===== config.mk =====
export PLATFORM = sky130hd
export DESIGN_NAME = fifo_wr_arbiter_flat
export DESIGN_NICKNAME = d
export VERILOG_FILES = /design/src/rtl/fifo_wr_arbiter_if.sv /design/src/rtl/fifo_wr_arbiter.sv /design/src/flat_wrapper.sv
export SDC_FILE = /design/constraint.sdc
export NUM_CORES = 1
export LEC_CHECK = 0
export ABC_AREA = 1
export ABC_CLOCK_PERIOD_IN_PS = 3600
export BUFFER_PORTS_ARGS = -buffer_cell sky130_fd_sc_hd__buf_2
export CELL_PAD_IN_SITES_DETAIL_PLACEMENT = 2
export CELL_PAD_IN_SITES_GLOBAL_PLACEMENT = 2
export CORE_MARGIN = 2
export CORE_UTILIZATION = 21
export CTS_CLUSTER_SIZE = 40
export DETAILED_ROUTE_END_ITERATION = 16
export PLACE_DENSITY_LB_ADDON = 0.12
export SLEW_MARGIN = 20
export SYNTH_ARGS = -nofsm -noshare
export SYNTH_HDL_FRONTEND = slang
export SYNTH_SLANG_ARGS = --single-unit

===== constraint.sdc =====
create_clock -name clk -period 3.6 [get_ports clk]
set_input_delay 0.72 -clock clk [delete_from_list [all_inputs] [get_ports clk]]
set_output_delay 0.72 -clock clk [all_outputs]
set_load 0.02 [all_outputs]

===== src/rtl/fifo_wr_arbiter_if.sv =====
// fifo_wr_arbiter_if: producer handshakes plus FIFO write-side signals shared
// by the round-robin write arbiter. The master modport is the arbiter side;
// the slave modport is the producers/FIFO environment side.
interface fifo_wr_arbiter_if #(
  parameter int unsigned NREQ   = 4,
  parameter int unsigned DWIDTH = 8,
  parameter int unsigned DEPTH  = 8,
  parameter int unsigned CNTW   = $clog2(DEPTH) + 1
);
  localparam int unsigned GW = $clog2(NREQ);

  logic [NREQ-1:0]        req_valid;
  logic [NREQ*DWIDTH-1:0] req_data;
  logic [NREQ-1:0]        req_ready;
  logic                   fifo_wr_en;
  logic [DWIDTH-1:0]      fifo_din;
  logic                   fifo_full;
  logic [CNTW-1:0]        fifo_count;
  logic [GW-1:0]          grant_id;
  logic                   busy;

  modport master (
    input  req_valid,
    input  req_data,
    input  fifo_full,
    input  fifo_count,
    output req_ready,
    output fifo_wr_en,
    output fifo_din,
    output grant_id,
    output busy
  );

  modport slave (
    output req_valid,
    output req_data,
    output fifo_full,
    output fifo_count,
    input  req_ready,
    input  fifo_wr_en,
    input  fifo_din,
    input  grant_id,
    input  busy
  );
endinterface


===== src/rtl/fifo_wr_arbiter.sv =====
// fifo_wr_arbiter: round-robin arbiter sharing one FIFO write port between
// NREQ valid/ready producers. Each grant lasts up to BURST words, stalls while
// the FIFO is full, and costs one IDLE cycle before the next grant.
// Optional per-requester accepted-word counters: define FIFO_WR_ARBITER_STATS_EN.
module fifo_wr_arbiter #(
  parameter int unsigned NREQ   = 4,
  parameter int unsigned DWIDTH = 8,
  parameter int unsigned BURST  = 4,
  parameter int unsigned DEPTH  = 8,
  parameter int unsigned CNTW   = $clog2(DEPTH) + 1
) (
  input  logic clk,
  input  logic rst,
  fifo_wr_arbiter_if.master bus
`ifdef FIFO_WR_ARBITER_STATS_EN
  ,
  output logic [NREQ*16-1:0] stat_xfer_cnt
`endif
);

  localparam int unsigned GW  = $clog2(NREQ);
  localparam int unsigned BCW = $clog2(BURST) + 1;
  localparam logic [BCW-1:0]  BURST_LAST = BCW'(BURST - 1);
  localparam logic [GW-1:0]   LAST_REQ   = GW'(NREQ - 1);
  localparam logic [CNTW-1:0] DEPTH_CNT  = CNTW'(DEPTH);

  typedef enum logic {
    IDLE  = 1'b0,
    GRANT = 1'b1
  } state_t;

  state_t          state, state_nxt;
  logic [GW-1:0]   grant_q, grant_nxt;
  logic [GW-1:0]   rr_ptr, rr_nxt;
  logic [GW-1:0]   grant_inc;
  logic [GW-1:0]   pick;
  logic [GW-1:0]   cand;
  logic            pick_vld;
  logic [BCW-1:0]  burst_cnt, burst_nxt;
  logic            blocked;
  logic            xfer;
  logic [NREQ-1:0] ready_c;

  // FIFO cannot take a word this cycle
  assign blocked = bus.fifo_full | (bus.fifo_count >= DEPTH_CNT);

  // Rotation target once the current grant ends, wrapping NREQ-1 -> 0
  assign grant_inc = (grant_q == LAST_REQ) ? '0 : grant_q + GW'(1);

  // First valid requester searching rr_ptr, rr_ptr+1, ... modulo NREQ
  always_comb begin
    pick     = '0;
    cand     = '0;
    pick_vld = 1'b0;
    for (int unsigned i = 0; i < NREQ; i++) begin
      cand = GW'((32'(rr_ptr) + i) % NREQ);
      if (!pick_vld && bus.req_valid[cand]) begin
        pick     = cand;
        pick_vld = 1'b1;
      end
    end
  end

  // Next-state and handshake decode; reset masks every write-side strobe
  always_comb begin
    state_nxt = state;
    grant_nxt = grant_q;
    rr_nxt    = rr_ptr;
    burst_nxt = burst_cnt;
    ready_c   = '0;
    xfer      = 1'b0;
    case (state)
      IDLE: begin
        if (pick_vld) begin
          grant_nxt = pick;
          burst_nxt = '0;
          state_nxt = GRANT;
        end
      end
      GRANT: begin
        ready_c[grant_q] = ~blocked;
        xfer             = bus.req_valid[grant_q] & ~blocked;
        if (xfer) begin
          burst_nxt = burst_cnt + BCW'(1);
        end
        // A dropped valid or the last word of the burst hands over priority
        if ((xfer && (burst_cnt == BURST_LAST)) || !bus.req_valid[grant_q]) begin
          state_nxt = IDLE;
          rr_nxt    = grant_inc;
          burst_nxt = '0;
        end
      end
      default: begin
        state_nxt = IDLE;
      end
    endcase
    if (rst) begin
      ready_c = '0;
      xfer    = 1'b0;
    end
  end

  // State, grant and rotation registers
  always_ff @(posedge clk) begin
    if (rst) begin
      state     <= IDLE;
      grant_q   <= '0;
      rr_ptr    <= '0;
      burst_cnt <= '0;
    end else begin
      state     <= state_nxt;
      grant_q   <= grant_nxt;
      rr_ptr    <= rr_nxt;
      burst_cnt <= burst_nxt;
    end
  end

  assign bus.req_ready  = ready_c;
  assign bus.fifo_wr_en = xfer;
  assign bus.fifo_din   = bus.req_data[32'(grant_q) * DWIDTH +: DWIDTH];
  assign bus.grant_id   = grant_q;
  assign bus.busy       = (state == GRANT);

`ifdef FIFO_WR_ARBITER_STATS_EN
  logic [15:0] xfer_cnt [NREQ];

  // Saturating accepted-word count for the granted requester
  always_ff @(posedge clk) begin
    if (rst) begin
      for (int unsigned i = 0; i < NREQ; i++) begin
        xfer_cnt[i] <= '0;
      end
    end else if (xfer && (xfer_cnt[grant_q] != 16'hFFFF)) begin
      xfer_cnt[grant_q] <= xfer_cnt[grant_q] + 16'd1;
    end
  end

  for (genvar gi = 0; gi < NREQ; gi++) begin : g_stat
    assign stat_xfer_cnt[gi*16 +: 16] = xfer_cnt[gi];
  end
`endif

endmodule


===== src/flat_wrapper.sv =====
// flat-port wrapper written by rule: the top's interface ports become plain ports
module fifo_wr_arbiter_flat 
#(
  parameter int unsigned NREQ   = 4,
  parameter int unsigned DWIDTH = 8,
  parameter int unsigned BURST  = 4,
  parameter int unsigned DEPTH  = 8,
  parameter int unsigned CNTW   = $clog2(DEPTH) + 1
)
  (clk, rst, bus_req_valid, bus_req_data, bus_fifo_full, bus_fifo_count, bus_req_ready, bus_fifo_wr_en, bus_fifo_din, bus_grant_id, bus_busy);
  fifo_wr_arbiter_if #(.NREQ(NREQ), .DWIDTH(DWIDTH), .DEPTH(DEPTH), .CNTW(CNTW)) bus_i ();
  input  logic clk;
  input  logic rst;
  input wire logic [$bits(bus_i.req_valid)-1:0] bus_req_valid;
  input wire logic [$bits(bus_i.req_data)-1:0] bus_req_data;
  input wire logic [$bits(bus_i.fifo_full)-1:0] bus_fifo_full;
  input wire logic [$bits(bus_i.fifo_count)-1:0] bus_fifo_count;
  output wire logic [$bits(bus_i.req_ready)-1:0] bus_req_ready;
  output wire logic [$bits(bus_i.fifo_wr_en)-1:0] bus_fifo_wr_en;
  output wire logic [$bits(bus_i.fifo_din)-1:0] bus_fifo_din;
  output wire logic [$bits(bus_i.grant_id)-1:0] bus_grant_id;
  output wire logic [$bits(bus_i.busy)-1:0] bus_busy;
  assign bus_i.req_valid = bus_req_valid;
  assign bus_i.req_data = bus_req_data;
  assign bus_i.fifo_full = bus_fifo_full;
  assign bus_i.fifo_count = bus_fifo_count;
  assign bus_req_ready = bus_i.req_ready;
  assign bus_fifo_wr_en = bus_i.fifo_wr_en;
  assign bus_fifo_din = bus_i.fifo_din;
  assign bus_grant_id = bus_i.grant_id;
  assign bus_busy = bus_i.busy;
  fifo_wr_arbiter #(.NREQ(NREQ), .DWIDTH(DWIDTH), .BURST(BURST), .DEPTH(DEPTH), .CNTW(CNTW)) u_core (.clk(clk), .rst(rst), .bus(bus_i));
endmodule

Word level (Yosys, flattened, before mapping)
Cells that the tools add are included.
{"block": "op_classes", "n_addsub": 5, "n_lt_le_gt_ge": 7, "eq_ne": 4, "n_shift": 1, "n_mux": 32, "n_bitwise": 5, "n_reduce_logical": 13}
{"op": "indexed part select 32 x 6 -> 8 bit", "n": 1}
{"op": "< comparator 2 x 3 -> 1 bit (second input constant)", "n": 5}
{"op": "2-to-1 mux 1 bit", "n": 14}
{"op": "binary-select mux 1 bit (select 2 bit)", "n": 5}
{"op": "2-to-1 mux 2 bit", "n": 5}
{"op": "2-to-1 mux 3 bit", "n": 3}
{"op": "2-to-1 mux 4 bit", "n": 2}
{"op": "one-hot mux 3 bit (2 select lines)", "n": 1}
{"op": "AND reduction 2 bit", "n": 3}
{"op": "logical AND 1 bit", "n": 5}
{"op": "adder 2 x 1 -> 2 bit (second input constant)", "n": 2}
{"op": "adder 2 bit (second input constant)", "n": 2}
{"op": "AND 4 bit", "n": 1}
{"op": ">= comparator 4 bit (second input constant)", "n": 1}
{"op": "logical NOT 1 bit", "n": 4}
{"op": "adder 3 x 1 -> 3 bit (second input constant)", "n": 1}
{"op": "== test 3 x 2 -> 1 bit (second input constant)", "n": 1}
{"op": "inequality test 3 bit (second input constant)", "n": 1}
{"op": "demux 1 bit (select 2 bit)", "n": 1}
{"op": "== test 2 bit (second input constant)", "n": 1}
{"op": ">= comparator 2 x 1 -> 1 bit (second input constant)", "n": 1}
{"op": "inequality test 2 x 1 -> 1 bit (second input constant)", "n": 1}
{"op": "inverter 1 bit", "n": 2}
{"op": "one-hot mux 1 bit (2 select lines)", "n": 1}
{"op": "other kinds (3)", "n": 3}
{"block": "totals", "reg_bits": 8, "input_bits": 43, "out_inout_bits": 16, "elab_cells": 71}

Depth between registers and ports, before layout
{"block": "logic_depth", "depth_word": 14, "depth_mapped": 12, "mapped_depth_nobuf": 12}

Worst setup path before layout
Ideal clock, no wire load.
{"block": "synth_path", "path_kind": "register -> output", "from": "register u_core.grant_q[0], in the netlist u_core.bus.grant_id[0]", "to": "output port bus_req_ready[2]", "arrival_ns": 1.587, "t_required_ns": 2.880, "slack_ns": 1.293, "stages_incl_launch_ff": 8, "n_path_buf": 3, "cell_sequence": "dfxtp_1 buf_2 inv_1 clkbuf_1 buf_2 ha_1 nand2_1 nor2_1"}
{"block": "synth_between", "elab_chain_cells": 7, "elab_cells_between_ends": 8, "classes_between": "2 x order compare; 4 x mux; 1 x bitwise; 1 x reduce/logical"}
{"item": "start, declared", "line_no": "fifo_wr_arbiter.sv:33", "rtl": "logic [GW-1:0] grant_q, grant_nxt;"}
{"item": "start signal, assigned", "line_no": "fifo_wr_arbiter.sv:112", "rtl": "grant_q <= grant_nxt;"}
{"item": "< comparator 2 x 3 -> 1 bit (not written as such) or >= comparator 2 x 1 -> 1 bit (tied branches)", "line_no": "fifo_wr_arbiter.sv:81", "rtl": "ready_c[grant_q] = ~blocked;"}
{"item": "logical AND 1 bit (not written as such)", "line_no": "fifo_wr_arbiter.sv:81"}
{"item": "2-to-1 mux 1 bit (not written as such)", "line_no": "fifo_wr_arbiter.sv:81"}
{"item": "demux 1 bit (select 2 bit) *"}
{"item": "AND 4 bit (no line) *"}
{"item": "2-to-1 mux 4 bit *", "line_no": "fifo_wr_arbiter.sv:72", "rtl": "case (state)"}
{"item": "2-to-1 mux 4 bit *", "line_no": "fifo_wr_arbiter.sv:97", "rtl": "if (rst) begin"}
{"item": "end, declared", "line_no": "flat_wrapper.sv:18", "rtl": "output wire logic [$bits(bus_i.req_ready)-1:0] bus_req_ready;"}
Every way passes the cells marked *; elsewhere a longest branch is shown, timed or not.

Final worst setup path
{"block": "layout_path", "from": "register u_core.grant_q[0], in the netlist u_core.bus.grant_id[0]", "to": "output port bus_fifo_wr_en"}
{"block": "layout_between", "elab_chain_cells": 5}
{"item": "binary-select mux 1 bit (select 2 bit)", "line_no": "fifo_wr_arbiter.sv:82", "rtl": "xfer = bus.req_valid[grant_q] & ~blocked;"}
{"item": "2-to-1 mux 1 bit (not written as such)", "line_no": "fifo_wr_arbiter.sv:82"}
{"item": "AND 1 bit", "line_no": "fifo_wr_arbiter.sv:82"}
{"item": "2-to-1 mux 1 bit", "line_no": "fifo_wr_arbiter.sv:72"}
{"item": "2-to-1 mux 1 bit", "line_no": "fifo_wr_arbiter.sv:97"}
{"item": "end, declared", "line_no": "flat_wrapper.sv:19", "rtl": "output wire logic [$bits(bus_i.fifo_wr_en)-1:0] bus_fifo_wr_en;"}
No other way between the ends. The select of a mux whose other input is x is not followed.

==> metrics.cfg <==
[logic_synthesis]
synth-seq-cells = 8
synthCells = 177
yosysSeqAreaShare_pct = 16.28
synth_area_um2 = 983.4
ys_types = 21
syn_area_per_cell_um2 = 5.556
ys_warn_count = 0
syn-num-nets = 226

[final_layout]
syn_to_final_growth_pct = 35.88
fin_cells = 281
nNetsFinal = 280
post-route-cell-area_um2 = 1336
n_antenna_cell = 0
final_common_cell = buf_2
most-common-layout-cells = buf_2, nand2_1, nor2_1
drive_gt1_share_pct = 31.44

[timing]
max_freq_ghz = 0.3839
maxSlewHeadroom_pct = 56.45
rsz0062_at_grt = false
hold_violations = 0
fin_skew_ns = 0.003432
final.min_clock_period_ns = 2.605
period_share_pct = 72.36
finalSetupTns_ns = 0
drv_slew = 0
tightest_slew_ns = 0.6526
finalSetupViolations = 0

[global_route]
grt.total_usage_pct = 15.95
grt_max_degree = 23
antenna_found_initial = 0
grt_remaining_overflow = 0
grt_pass1_wl_um = 6762
grt_pass1_vias = 1491

[power_and_ir_drop]
peakVddDrop_uv = 230.2
powerDensity_nw_per_um2 = 777.7
p_leak_uw = 0.0007260

[floorplan]
num_rows = 24
start_util_pct = 22.13
core_area_um2 = 4444
die_h_um = 72.43
fp.dieW_um = 72.43
pin_count = 59
die_area_um2 = 5246

[worst_hold_path]
hold-path-cell-count = 2
hp-start = u_core.burst_cnt[2]
min_path_type = reg -> reg
hold_end = u_core.burst_cnt[2]

[placed_design]
dpl-instance-area_um2 = 1295
place_inst = 278
place_congestion = 0.8088
portBuffers = 55
hpwl_um = 3205

[clock_tree]
cts_tree = built
cts_max_level = 1
cts_setup_buffers = 0
cts_sinks = 8
cts_resized = 0
clk_pin_slew_ns = 0.04
clock_latency_ns = 0.23
cts_made_buffers = 3
hold_buffers = 0
clockBufferDepth = 2
cts-root-buf = clkbuf_8

[setup_path]
cp.arrival_ns = 1.88
reg2reg_slack_ns = 1.54
reg2reg_depth = 10
worstSetupPathType = reg -> out
start_kind = flip-flop
cp-end-kind = output pin
crit_required_ns = 2.88
r2r_end = u_core.burst_cnt[1]
worstPathMaxFanout = 22
r2r_start = u_core.bus.grant_id[0]

[routing]
drc = 0
drt-initial-drc-count = 23
ant_nets = 0
vias = 1351
avgRoutedWirePerCell_um = 13.89
via_per_inst = 4.808
finalWirelength_um = 3904
dr.pass1.iters = 4

[job]
cap_violations = 0

[status]
status = finished clean

==> flip-flops by register name, summed over array words and instances (netlist names) <==
signal	flops
u_core.bus.busy	1
u_core.burst_cnt	3
u_core.rr_ptr	2
u_core.bus.grant_id	2
==> cells by family after synthesis <==
group | after synthesis | synth area share, %
compound gates | 35 | 19.47
fa+ha+maj | 6 | 7.633
buf+inv | 25 | 10.56
simple gates | 103 | 46.06
flops | 8 | 16.28
==> synth_stat cells <==
cell | n | area (µm²)
nand2_1 | 47 | 176.4
nor2_1 | 33 | 123.9
o21ai_0 | 20 | 100.1
inv_1 | 16 | 60.06
nand3_1 | 10 | 50.05
dfxtp_1 | 8 | 160.2
o22ai_1 | 8 | 50.05
ha_1 | 6 | 75.07
a21oi_1 | 5 | 25.02
nand2_2 | 5 | 31.28
clkbuf_1 | 4 | 15.01
buf_2 | 2 | 10.01
inv_2 | 2 | 7.510
nand2_4 | 2 | 22.52
nor2_4 | 2 | 22.52
nor3_1 | 2 | 10.01
a211oi_1 | 1 | 7.510
buf_6 | 1 | 11.26
nand3_2 | 1 | 10.01
nand4_1 | 1 | 6.260
o21ai_2 | 1 | 8.760
==> worst max-delay path by stage <==
stage                  endpoint  depth (start not counted)                    from
2_1_floorplan  bus_req_ready[2]                          7  u_core.bus.grant_id[0]
3_3_place_gp     bus_fifo_wr_en                          7  u_core.bus.grant_id[0]
3_5_place_dp     bus_fifo_wr_en                          7  u_core.bus.grant_id[0]
4_1_cts          bus_fifo_wr_en                          7  u_core.bus.grant_id[0]
5_1_grt          bus_fifo_wr_en                          7  u_core.bus.grant_id[0]
6_report         bus_fifo_wr_en                          7  u_core.bus.grant_id[0]
==> metrics by stage <==
step / hold WS [ns] / setup WS (ns) / power (µW) / util (%)
3_5_place_dp: 0.4998 / 1.203 / 949.3 / 29.14
6_report: 0.5044 / 0.9952 / 1039 / 30.07
4_1_cts: 0.5098 / 0.9564 / 1066 / 30.07
3_3_place_gp: 0.4633 / 1.248 / 902.7 / 29.14
5_1_grt: 0.5483 / 0.7647 / 1169 / 30.07
2_1_floorplan: 0.4536 / 1.293 / 723.0 / -
==> where the power goes <==
group	internal (µW)	switching, µW
combinational	246	515
sequential	124	47.0
clock	72.4	35.0
total	442	597
==> routing by layer <==
layer  track usage, %  share of wire (%)  routed length (µm)  vias up
li1                 -                  -                   -      674
met1            18.76                 43                1667      642
met2            30.58                 52                2045       32
met3            2.639                4.5                 174        3
met4            2.469               0.41                  16        0
met5                0                  0                   0        -
==> cell type report <==
class	count	area (µm²)
Inverter	18	67.56
Tap cell	52	65.06
Sequential cell	8	160.2
Multi-Input combinational cell	144	719.4
Fill cell	592	3108
Clock buffer	3	41.29
Timing Repair Buffer	56	282.8
==> worst max-delay path: stages (launching register included) <==
cell     delay (ns)
dfxtp_1        0.29
buf_4          0.19
inv_1          0.50
nand2_1        0.11
nand3_1        0.15
nand2_1        0.09
nor3_1         0.12
buf_2          0.19
(Power assumes the default switching activity.)
